`src/rtl/sha_256_pkg.sv`:
```
`default_nettype none
// ============================================================================
// Module      : sha_256_pkg
// Description : SHA-256 round constants, IV, FSM state type and the
//               FIPS 180-4 logical functions shared by the core.
// Revision    : 1.0 - initial release
// ============================================================================
package sha_256_pkg;

    typedef enum logic [2:0] {
        ST_IDLE   = 3'd0,
        ST_LOAD   = 3'd1,
        ST_ROUND  = 3'd2,
        ST_UPDATE = 3'd3,
        ST_DONE   = 3'd4
    } state_t;

    // Working set a..h; packing order puts a at the MSBs so {H0..H7} is a direct cast.
    typedef struct packed {
        logic [31:0] a;
        logic [31:0] b;
        logic [31:0] c;
        logic [31:0] d;
        logic [31:0] e;
        logic [31:0] f;
        logic [31:0] g;
        logic [31:0] h;
    } work_t;

    localparam logic [31:0] c_k [0:63] = '{
        32'h428a2f98, 32'h71374491, 32'hb5c0fbcf, 32'he9b5dba5, 32'h3956c25b, 32'h59f111f1, 32'h923f82a4, 32'hab1c5ed5,
        32'hd807aa98, 32'h12835b01, 32'h243185be, 32'h550c7dc3, 32'h72be5d74, 32'h80deb1fe, 32'h9bdc06a7, 32'hc19bf174,
        32'he49b69c1, 32'hefbe4786, 32'h0fc19dc6, 32'h240ca1cc, 32'h2de92c6f, 32'h4a7484aa, 32'h5cb0a9dc, 32'h76f988da,
        32'h983e5152, 32'ha831c66d, 32'hb00327c8, 32'hbf597fc7, 32'hc6e00bf3, 32'hd5a79147, 32'h06ca6351, 32'h14292967,
        32'h27b70a85, 32'h2e1b2138, 32'h4d2c6dfc, 32'h53380d13, 32'h650a7354, 32'h766a0abb, 32'h81c2c92e, 32'h92722c85,
        32'ha2bfe8a1, 32'ha81a664b, 32'hc24b8b70, 32'hc76c51a3, 32'hd192e819, 32'hd6990624, 32'hf40e3585, 32'h106aa070,
        32'h19a4c116, 32'h1e376c08, 32'h2748774c, 32'h34b0bcb5, 32'h391c0cb3, 32'h4ed8aa4a, 32'h5b9cca4f, 32'h682e6ff3,
        32'h748f82ee, 32'h78a5636f, 32'h84c87814, 32'h8cc70208, 32'h90befffa, 32'ha4506ceb, 32'hbef9a3f7, 32'hc67178f2
    };

    localparam work_t c_iv = '{
        a: 32'h6a09e667, b: 32'hbb67ae85, c: 32'h3c6ef372, d: 32'ha54ff53a,
        e: 32'h510e527f, f: 32'h9b05688c, g: 32'h1f83d9ab, h: 32'h5be0cd19
    };

    function automatic logic [31:0] rotr(input logic [31:0] x, input int unsigned n);
        return (x >> n) | (x << (32 - n));
    endfunction

    function automatic logic [31:0] ch(input logic [31:0] x, input logic [31:0] y, input logic [31:0] z);
        return (x & y) ^ (~x & z);
    endfunction

    function automatic logic [31:0] maj(input logic [31:0] x, input logic [31:0] y, input logic [31:0] z);
        return (x & y) ^ (x & z) ^ (y & z);
    endfunction

    function automatic logic [31:0] big_sigma0(input logic [31:0] x);
        return rotr(x, 2) ^ rotr(x, 13) ^ rotr(x, 22);
    endfunction

    function automatic logic [31:0] big_sigma1(input logic [31:0] x);
        return rotr(x, 6) ^ rotr(x, 11) ^ rotr(x, 25);
    endfunction

    function automatic logic [31:0] small_sigma0(input logic [31:0] x);
        return rotr(x, 7) ^ rotr(x, 18) ^ (x >> 3);
    endfunction

    function automatic logic [31:0] small_sigma1(input logic [31:0] x);
        return rotr(x, 17) ^ rotr(x, 19) ^ (x >> 10);
    endfunction

    // Trailing 64-bit message-length field of the padded message.
    function automatic logic [63:0] length_field(input int unsigned msg_bits);
        return 64'(msg_bits);
    endfunction

    function automatic work_t add_work(input work_t x, input work_t y);
        work_t s;
        s.a = x.a + y.a;
        s.b = x.b + y.b;
        s.c = x.c + y.c;
        s.d = x.d + y.d;
        s.e = x.e + y.e;
        s.f = x.f + y.f;
        s.g = x.g + y.g;
        s.h = x.h + y.h;
        return s;
    endfunction

endpackage
`default_nettype wire

```
`src/rtl/sha_256_round.sv`:
```
`default_nettype none
// ============================================================================
// Module      : sha_256_round
// Description : One combinational SHA-256 compression round.
// Revision    : 1.0 - initial release
// ============================================================================
module sha_256_round
    import sha_256_pkg::*;
(
    input  work_t       i_work,
    input  logic [31:0] i_k,
    input  logic [31:0] i_w,
    output work_t       o_work
);

    logic [31:0] w_t1;
    logic [31:0] w_t2;

    assign w_t1 = i_work.h + big_sigma1(i_work.e) + ch(i_work.e, i_work.f, i_work.g) + i_k + i_w;
    assign w_t2 = big_sigma0(i_work.a) + maj(i_work.a, i_work.b, i_work.c);

    assign o_work.a = w_t1 + w_t2;
    assign o_work.b = i_work.a;
    assign o_work.c = i_work.b;
    assign o_work.d = i_work.c;
    assign o_work.e = i_work.d + w_t1;
    assign o_work.f = i_work.e;
    assign o_work.g = i_work.f;
    assign o_work.h = i_work.g;

endmodule
`default_nettype wire

```
`src/rtl/sha_256.sv`:
```
`default_nettype none
// ============================================================================
// Module      : sha_256
// Description : SHA-256 core, one round per clock, internal padding of a
//               fixed-width message. Optional macro SHA_256_START_EN adds a
//               start input for repeated hashing; otherwise a single run
//               begins automatically after reset release.
// Revision    : 1.0 - initial release
// ============================================================================
module sha_256
    import sha_256_pkg::*;
#(
    parameter int MSG_SIZE    = 24,
    parameter int PADDED_SIZE = 512
) (
    input  logic                clk,
    input  logic                rst,
`ifdef SHA_256_START_EN
    input  logic                start,
`endif
    input  logic [MSG_SIZE-1:0] message,
    output logic [255:0]        hashed,
    output logic                done
);

    localparam int c_n_blocks = PADDED_SIZE / 512;
    localparam int c_blk_w    = (c_n_blocks > 1) ? $clog2(c_n_blocks) : 1;
    localparam int c_zero_w   = PADDED_SIZE - MSG_SIZE - 65;

    if (MSG_SIZE < 1 || (PADDED_SIZE % 512) != 0 || PADDED_SIZE < MSG_SIZE + 65) begin : g_param_check
        $error("sha_256: MSG_SIZE/PADDED_SIZE combination is invalid");
    end

    logic [PADDED_SIZE-1:0] w_padded;

    if (c_zero_w > 0) begin : g_pad_zeros
        assign w_padded = {message, 1'b1, {c_zero_w{1'b0}}, length_field(MSG_SIZE)};
    end else begin : g_pad_tight
        assign w_padded = {message, 1'b1, length_field(MSG_SIZE)};
    end

    state_t                 r_state;
    logic [PADDED_SIZE-1:0] r_padded;
    work_t                  r_hash;
    work_t                  r_work;
    logic [31:0]            r_w [0:15];
    logic [5:0]             r_round;
    logic [c_blk_w-1:0]     r_block;

    logic                   w_start_idle;
    logic                   w_start_done;
    logic                   w_do_load;
    work_t                  w_round_out;
    work_t                  w_hash_sum;
    logic [31:0]            w_w_new;
    logic [PADDED_SIZE-1:0] w_next_padded;
    logic [511:0]           w_first_blk;
    logic [511:0]           w_next_blk;

`ifdef SHA_256_START_EN
    assign w_start_idle = start;
    assign w_start_done = start;
`else
    assign w_start_idle = 1'b1;
    assign w_start_done = 1'b0;
`endif

    always_comb begin
        w_do_load = 1'b0;
        if (r_state == ST_IDLE) begin
            w_do_load = w_start_idle;
        end else if (r_state == ST_DONE) begin
            w_do_load = w_start_done;
        end
    end

    // r_padded keeps the not-yet-consumed blocks left-aligned, so the next block is always on top.
    assign w_next_padded = r_padded << 512;
    assign w_first_blk   = w_padded[PADDED_SIZE-1 -: 512];
    assign w_next_blk    = w_next_padded[PADDED_SIZE-1 -: 512];
    assign w_hash_sum    = add_work(r_hash, r_work);
    assign w_w_new       = small_sigma1(r_w[14]) + r_w[9] + small_sigma0(r_w[1]) + r_w[0];

    sha_256_round u_round (
        .i_work (r_work),
        .i_k    (c_k[r_round]),
        .i_w    (r_w[0]),
        .o_work (w_round_out)
    );

    // The load is performed on the edge entering LOAD, so LOAD already executes round 0
    // and every block costs 64 rounds plus one UPDATE cycle.
    always_ff @(posedge clk or negedge rst) begin
        if (!rst) begin
            r_state  <= ST_IDLE;
            r_padded <= '0;
            r_hash   <= '0;
            r_work   <= '0;
            r_round  <= '0;
            r_block  <= '0;
            hashed   <= '0;
            done     <= 1'b0;
            for (int i = 0; i < 16; i++) r_w[i] <= '0;
        end else if (w_do_load) begin
            r_state  <= ST_LOAD;
            r_padded <= w_padded;
            r_hash   <= c_iv;
            r_work   <= c_iv;
            r_round  <= '0;
            r_block  <= '0;
            done     <= 1'b0;
            for (int i = 0; i < 16; i++) r_w[i] <= w_first_blk[511-32*i -: 32];
        end else begin
            case (r_state)
                ST_LOAD, ST_ROUND: begin
                    r_work  <= w_round_out;
                    r_round <= r_round + 6'd1;
                    for (int i = 0; i < 15; i++) r_w[i] <= r_w[i+1];
                    r_w[15] <= w_w_new;
                    r_state <= (r_round == 6'd63) ? ST_UPDATE : ST_ROUND;
                end
                ST_UPDATE: begin
                    r_hash <= w_hash_sum;
                    if (r_block != c_blk_w'(c_n_blocks - 1)) begin
                        r_block  <= r_block + 1'b1;
                        r_padded <= w_next_padded;
                        r_work   <= w_hash_sum;
                        r_round  <= '0;
                        for (int i = 0; i < 16; i++) r_w[i] <= w_next_blk[511-32*i -: 32];
                        r_state  <= ST_ROUND;
                    end else begin
                        hashed  <= w_hash_sum;
                        done    <= 1'b1;
                        r_state <= ST_DONE;
                    end
                end
                ST_IDLE, ST_DONE: r_state <= r_state;
                default:          r_state <= ST_IDLE;
            endcase
        end
    end

endmodule
`default_nettype wire

```
`config.mk`:
```
export PLATFORM = sky130hd
export DESIGN_NAME = sha_256
export DESIGN_NICKNAME = d
export VERILOG_FILES = /design/src/rtl/sha_256_pkg.sv /design/src/rtl/sha_256_round.sv /design/src/rtl/sha_256.sv
export SDC_FILE = /design/constraint.sdc
export NUM_CORES = 2
export LEC_CHECK = 0
export BUFFER_PORTS_ARGS = -buffer_cell sky130_fd_sc_hd__buf_2
export CAP_MARGIN = 20
export CORE_UTILIZATION = 63
export CTS_CLUSTER_DIAMETER = 200
export CTS_CLUSTER_SIZE = 20
export DETAILED_ROUTE_END_ITERATION = 8
export PLACE_DENSITY = 0.9
export RECOVER_POWER = 50
export SLEW_MARGIN = 25
export SYNTH_ARGS = -nofsm -noshare
export SYNTH_HDL_FRONTEND = slang
export SYNTH_SLANG_ARGS = --single-unit
```
`constraint.sdc`:
```
create_clock -name clk -period 9.2 [get_ports clk]
set_clock_uncertainty 0.1 [all_clocks]
set_input_delay 1.84 -clock clk [delete_from_list [all_inputs] [get_ports clk]]
set_output_delay 1.84 -clock clk [all_outputs]
set_load 0.01 [all_outputs]
```
Word level (Yosys, flattened, before mapping)
Memory sizes are Yosys's and may differ from the RTL's.
Index checks and enable logic that the tools add are counted.

storage, ports and cells
  output and inout bits = 257
  memories = 1
  bits in read-only memories = 2048
  bits in registers = 1291

memories
  name             words  width  rd ports  clocked after Yosys merged registers in  wr ports  line           source
  (no name shown)  64     32     1         0                                        0         sha_256.sv:86  .i_k (c_k[r_round]),

operators by class
  reduce and logical (&&, ||, !) cells = 8
  multiplexer cells = 24
  $lt $le $gt $ge = 1
  bitwise gates (word level) = 30
  add/subtract/negate cells = 20
  equality and inequality tests = 8

operators by type and width
  kind              count
  $mux W256         4
  $mux W512         2
  $pmux W512 S2     1
  $add A32 B32 Y32  18
  $pmux W256 S2     1
  $xor A32 B32 Y32  9
  $and A32 B32 Y32  5
  $mux W32          2
  $not A32 Y32      1
  $or A10 B32 Y32   1
  $or A13 B32 Y32   1
  $or A14 B32 Y32   1
  $or A15 B32 Y32   1
  $or A19 B32 Y32   1
  $or A21 B32 Y32   1
  $or A25 B32 Y32   1
  $or A26 B32 Y32   1
  $or A30 B32 Y32   1
  $or A7 B32 Y32    1
  $xor A32 B22 Y32  1
  $xor A32 B29 Y32  1
  $mux W6           2
  $pmux W6 S2       1
  $pmux W3 S3       1
  20 further kinds  32

Logic depth before layout (Yosys ltp)
  depth after elaboration = 10
  mapped depth = 38

Modules after synthesis
From an unflattened synthesis, not the netlist that was laid out.

unflattened totals
  cell total of the unflattened synthesis = 8005
  area total of the unflattened synthesis = 76806.2 um^2

modules (own cells, without submodules)
  module         instances  seq. area each (um^2)  cells each  area an instance (um^2)
  sha_256        1          32281.0                6605        65549.1
  sha_256_round  1          0.0                    1400        11257.0

Least setup slack after synthesis
No wires, ideal clock.

  kind = register to register
  start point = reg r_round[0]
  end point = reg r_work[255] in the netlist's numbering
  required time = 8.965 ns
  setup slack = 1.279 ns
  data arrival time = 7.686 ns
  stages on the path, launching flop included = 35
  buffers on the path = 2
  cells stage by stage = dfrtp_1 -> clkbuf_1 -> clkinv_1 -> ha_1 -> clkbuf_1 -> nand2_1 -> a21oi_1 -> nor2_1 -> o21ai_0 -> o21ai_0 -> fa_1 -> inv_1 -> ha_1 -> fa_1 -> a211oi_1 -> o21ai_0 -> a31oi_1 -> o21a_1 -> o21bai_1 -> a21oi_1 -> o21bai_1 -> a21oi_1 -> xnor2_1 -> fa_1 -> ha_1 -> a21o_1 -> a2111oi_0 -> nor3_1 -> or4b_1 -> o221ai_1 -> o21ai_1 -> a31oi_1 -> xnor2_1 -> xnor2_1 -> o21ai_0

on the way
  longest elaborated chain between the ends = 9

ends and longest elaborated chain
  what                                         line                 source
  start, declared                              sha_256.sv:47        logic [5:0] r_round;
  start signal, assigned                       sha_256.sv:117       r_round <= r_round + 6'd1;
  $not A6 Y7 (not written as such)             sha_256.sv:86
  $mem_v2 Z64 W32                              -
  $mux W32 (not written as such) (2 in a row)  sha_256.sv:86
  $add A32 B32 Y32 (2 in a row)                sha_256_round.sv:19  assign w_t1 = i_work.h + big_sigma1(i_work.e) + ch(i_work.e, i_work.f, i_work.g) + i_k + i_w;
  $add A32 B32 Y32                             sha_256_round.sv:22  assign o_work.a = w_t1 + w_t2;
  $pmux W256 S2                                sha_256.sv:114       case (r_state)
  $mux W256                                    sha_256.sv:104       end else if (w_do_load) begin
  end signal, assigned                         sha_256.sv:108       r_work <= c_iv;
  end signal, assigned                         sha_256.sv:116       r_work <= w_round_out;
  end signal, assigned                         sha_256.sv:127       r_work <= w_hash_sum;
  end, declared                                sha_256.sv:45        work_t r_work;

No other way between the ends. The select of a mux whose other input is x is not followed.
A chain may end at the register's enable or synchronous reset.

Final worst setup path
  start point = reg r_round[3]
  end point = reg r_work[255] in the netlist's numbering

Same word-level chain as after synthesis.

==> flow_summary.yaml <==
run_status:
  outcome: "finished, violations left"
  violations: "max-capacitance violations, max-slew violations"
sta:
  report.final.slew_viol_count: 2085
  worst_pin_slew_ns: 5.393
  tns_ns: 0
  period_share_pct: 92.00
  setup_violations: 0
  final-hold-violation-count: 0
  max_freq_mhz: 118.2
  rsz0062_at_grt: "false"
  final.min_clock_period_ns: 8.464
  slew_headroom_pct: -259.5
  hold_slack_ns: 0.3730
critical_path:
  critPathMaxStageDelay_ns: 0.64
  path_depth: 35
  crit_type: "reg2reg"
  startpoint_type: "flip-flop"
  r2r_end: "r_work[255]"
  cp.arrival_ns: 8.90
  crit_required_ns: 9.63
  reg2regPathDepth: 35
  reg2reg_setup_slack_ns: 0.74
  endpoint_kind: "flip-flop"
  crit_fanout: 26
  reg2reg_from: "r_round[3]"
  crit_path_end: "r_work[255]"
  critPathLaunch: "r_round[3]"
  cp_common_cell: "a21o_1"
  critPathSlowestCell: "a21oi_1"
  cp.buffers_inverters: 4
  cpLargestDelayFamily: "compound AO/OA/AOI/OAI gates"
die:
  core_region_area_sq_um: 116400
  die_h_um: 344.9
  die_x_um: 344.9
  io_pins: 283
  start_util_pct: 63.66
  dieArea_sq_um: 119000
  rows: 125
synth:
  syn_avg_cell_area_sq_um: 9.678
  synth_nets: 8268
  ys.flop_type: "dfrtp_1"
  ys_seq_area_share_pct: 43.58
  synth-seq-cells: 1290
  synth_edf_count: 0
  yosysMostFrequentCell: "dfrtp_1"
  synth_top_cell_by_area: "dfrtp_1"
  yosys.cell_types.count: 86
  synth_area_leaders: "dfrtp_1 44%, ha_1 6.6%, nand2_1 6.3%, a22o_1 5.6%, fa_1 5.3%"
  syn_area_sq_um: 74070
  ys_top_cells_by_count: "1290 x dfrtp_1, 1234 x nand2_1, 533 x a21oi_1"
  synthCells: 7654
  async_reset_ff_share_pct: 100.0
  yosysTopAreaCellShare_pct: 43.58
  yosysWarnings: 0
route:
  drt-wirelength-per-cell_um: 25.12
  routed_via_density: 6.499
  antenna_left: 0
  drt-initial-drc-count: 6559
  routed_wl_mm: 232.3
  firstDrtPassIters: 8
  num_vias: 60104
  drc: 0
placement:
  dpl_cell_area_sq_um: 77110
  dp_hpwl_mm: 170.4
  io_buffer_count: 282
  gp_congestion: 1.004
global_routing:
  overflow: 0
  track_usage_pct: 38.80
  grt_max_degree: 251
  grt_pass1_vias: 57740
  grt_pass1_wl_mm: 349.6
  antenna_found_initial: 5
cts:
  clk-insertion-delay-late_ns: 0.72
  cts_root_buf: "clkbuf_16"
  clk_pin_slew_ns: 0.08
  postCtsSetupRepairBufs: 0
  htree_levels: 3
  hold_buffers: 0
  cts_tree: "done"
  cts.sinks: 1290
  ctsLongestPathBuffers: 3
  cts_resized: 0
  cts_buffers: 74
final_layout:
  syn2layout_area_growth_pct: 6.589
  fillers: 8804
  fin_nets: 8319
  drive_gt1_share_pct: 7.246
  design_area_sq_um: 78960
worst_hold_path:
  hp-class: "reg2reg"
run:
  cap_viol_max_count: 22
logic make-up after synthesis:
family | after synthesis | synth area share (%)
adder cells (fa/ha/maj) | 609 | 12.19
XOR/XNOR | 565 | 6.680
AO/OA/AOI/OAI | 2220 | 20.45
multiplexers | 67 | 1.032
flip-flops | 1290 | 43.58
AND/OR/NAND/NOR | 1998 | 11.48
buffers and inverters | 905 | 4.588
per-stage QoR:
stage	worst slack, ns	cells	utilization [%]
after detailed placement	0.8593	9150	66.27
after CTS	0.7700	9236	67.99
after global placement	0.8975	9150	66.27
after floorplan	1.279	7654	-
after global routing	0.06914	9239	67.83
final	0.7364	9248	67.85
area by class of cell:
class | count | area [sq um] | share of cell area, %
diodes | 9 | 22.52 | 0.02852
clock buffers | 78 | 1867 | 2.364
clock inverters | 8 | 131.4 | 0.1664
inverters | 433 | 1625 | 2.059
multi-input cells | 5459 | 38410 | 48.65
flip-flops and latches | 1290 | 32290 | 40.89
well taps | 1524 | 1907 | 2.415
repair buffers | 447 | 2708 | 3.429
worst register-to-register path, delay by kind of cell (launching register included):
family                   cells  cell delay (ns)
flip-flops                   1             0.39
AND/OR/NAND/NOR              6             1.12
XOR/XNOR                     3             0.37
buffers and inverters        4             0.97
adder cells (fa/ha/maj)      4             1.53
AO/OA/AOI/OAI               18             3.79
worst min path at each step:
| stage | slack, ns | startpoint | endpoint | depth (start not counted) |
|---|---|---|---|---|
| global placement | 0.35 | hashed[104] | hashed[104] | 2 |
| global route | 0.40 | r_w[338] | r_w[370] | 1 |
| CTS | 0.38 | hashed[80] | hashed[80] | 2 |
| finish | 0.37 | hashed[220] | hashed[220] | 2 |
| floorplan | 0.35 | r_hash[122] | r_hash[122] | 2 |
| detailed placement | 0.36 | hashed[38] | hashed[38] | 2 |
layer usage:
layer  GRT usage [%]  share of wire [%]
met5               0              0.012
met4           19.84                5.8
met3           7.470                9.1
met2           59.30                 45
met1           52.97                 40
sequential cells by signal, indices dropped and copies added, names as in the netlist:
name	flops
r_round	6
r_state	3
r_work	256
r_w	512
r_hash	256
hashed	256
done	1
cell usage in the layout, fill, tap and decap left out, types with 74 or more instances in the layout:
master and instances:
a22o_1 476, clkbuf_16 74, fa_1 195, nand3_1 87, nor2_1 335, o21ai_0 447
a21oi_1 533, a21o_1 204, ha_1 393, buf_2 250, xnor2_1 373, inv_1 429
o22a_1 92, buf_4 133, nand2_1 1234, xor2_1 192, dfrtp_1 1285
Power is not shown: default switching activity piles up to over one toggle a cycle in this logic, so the estimate is an artifact.
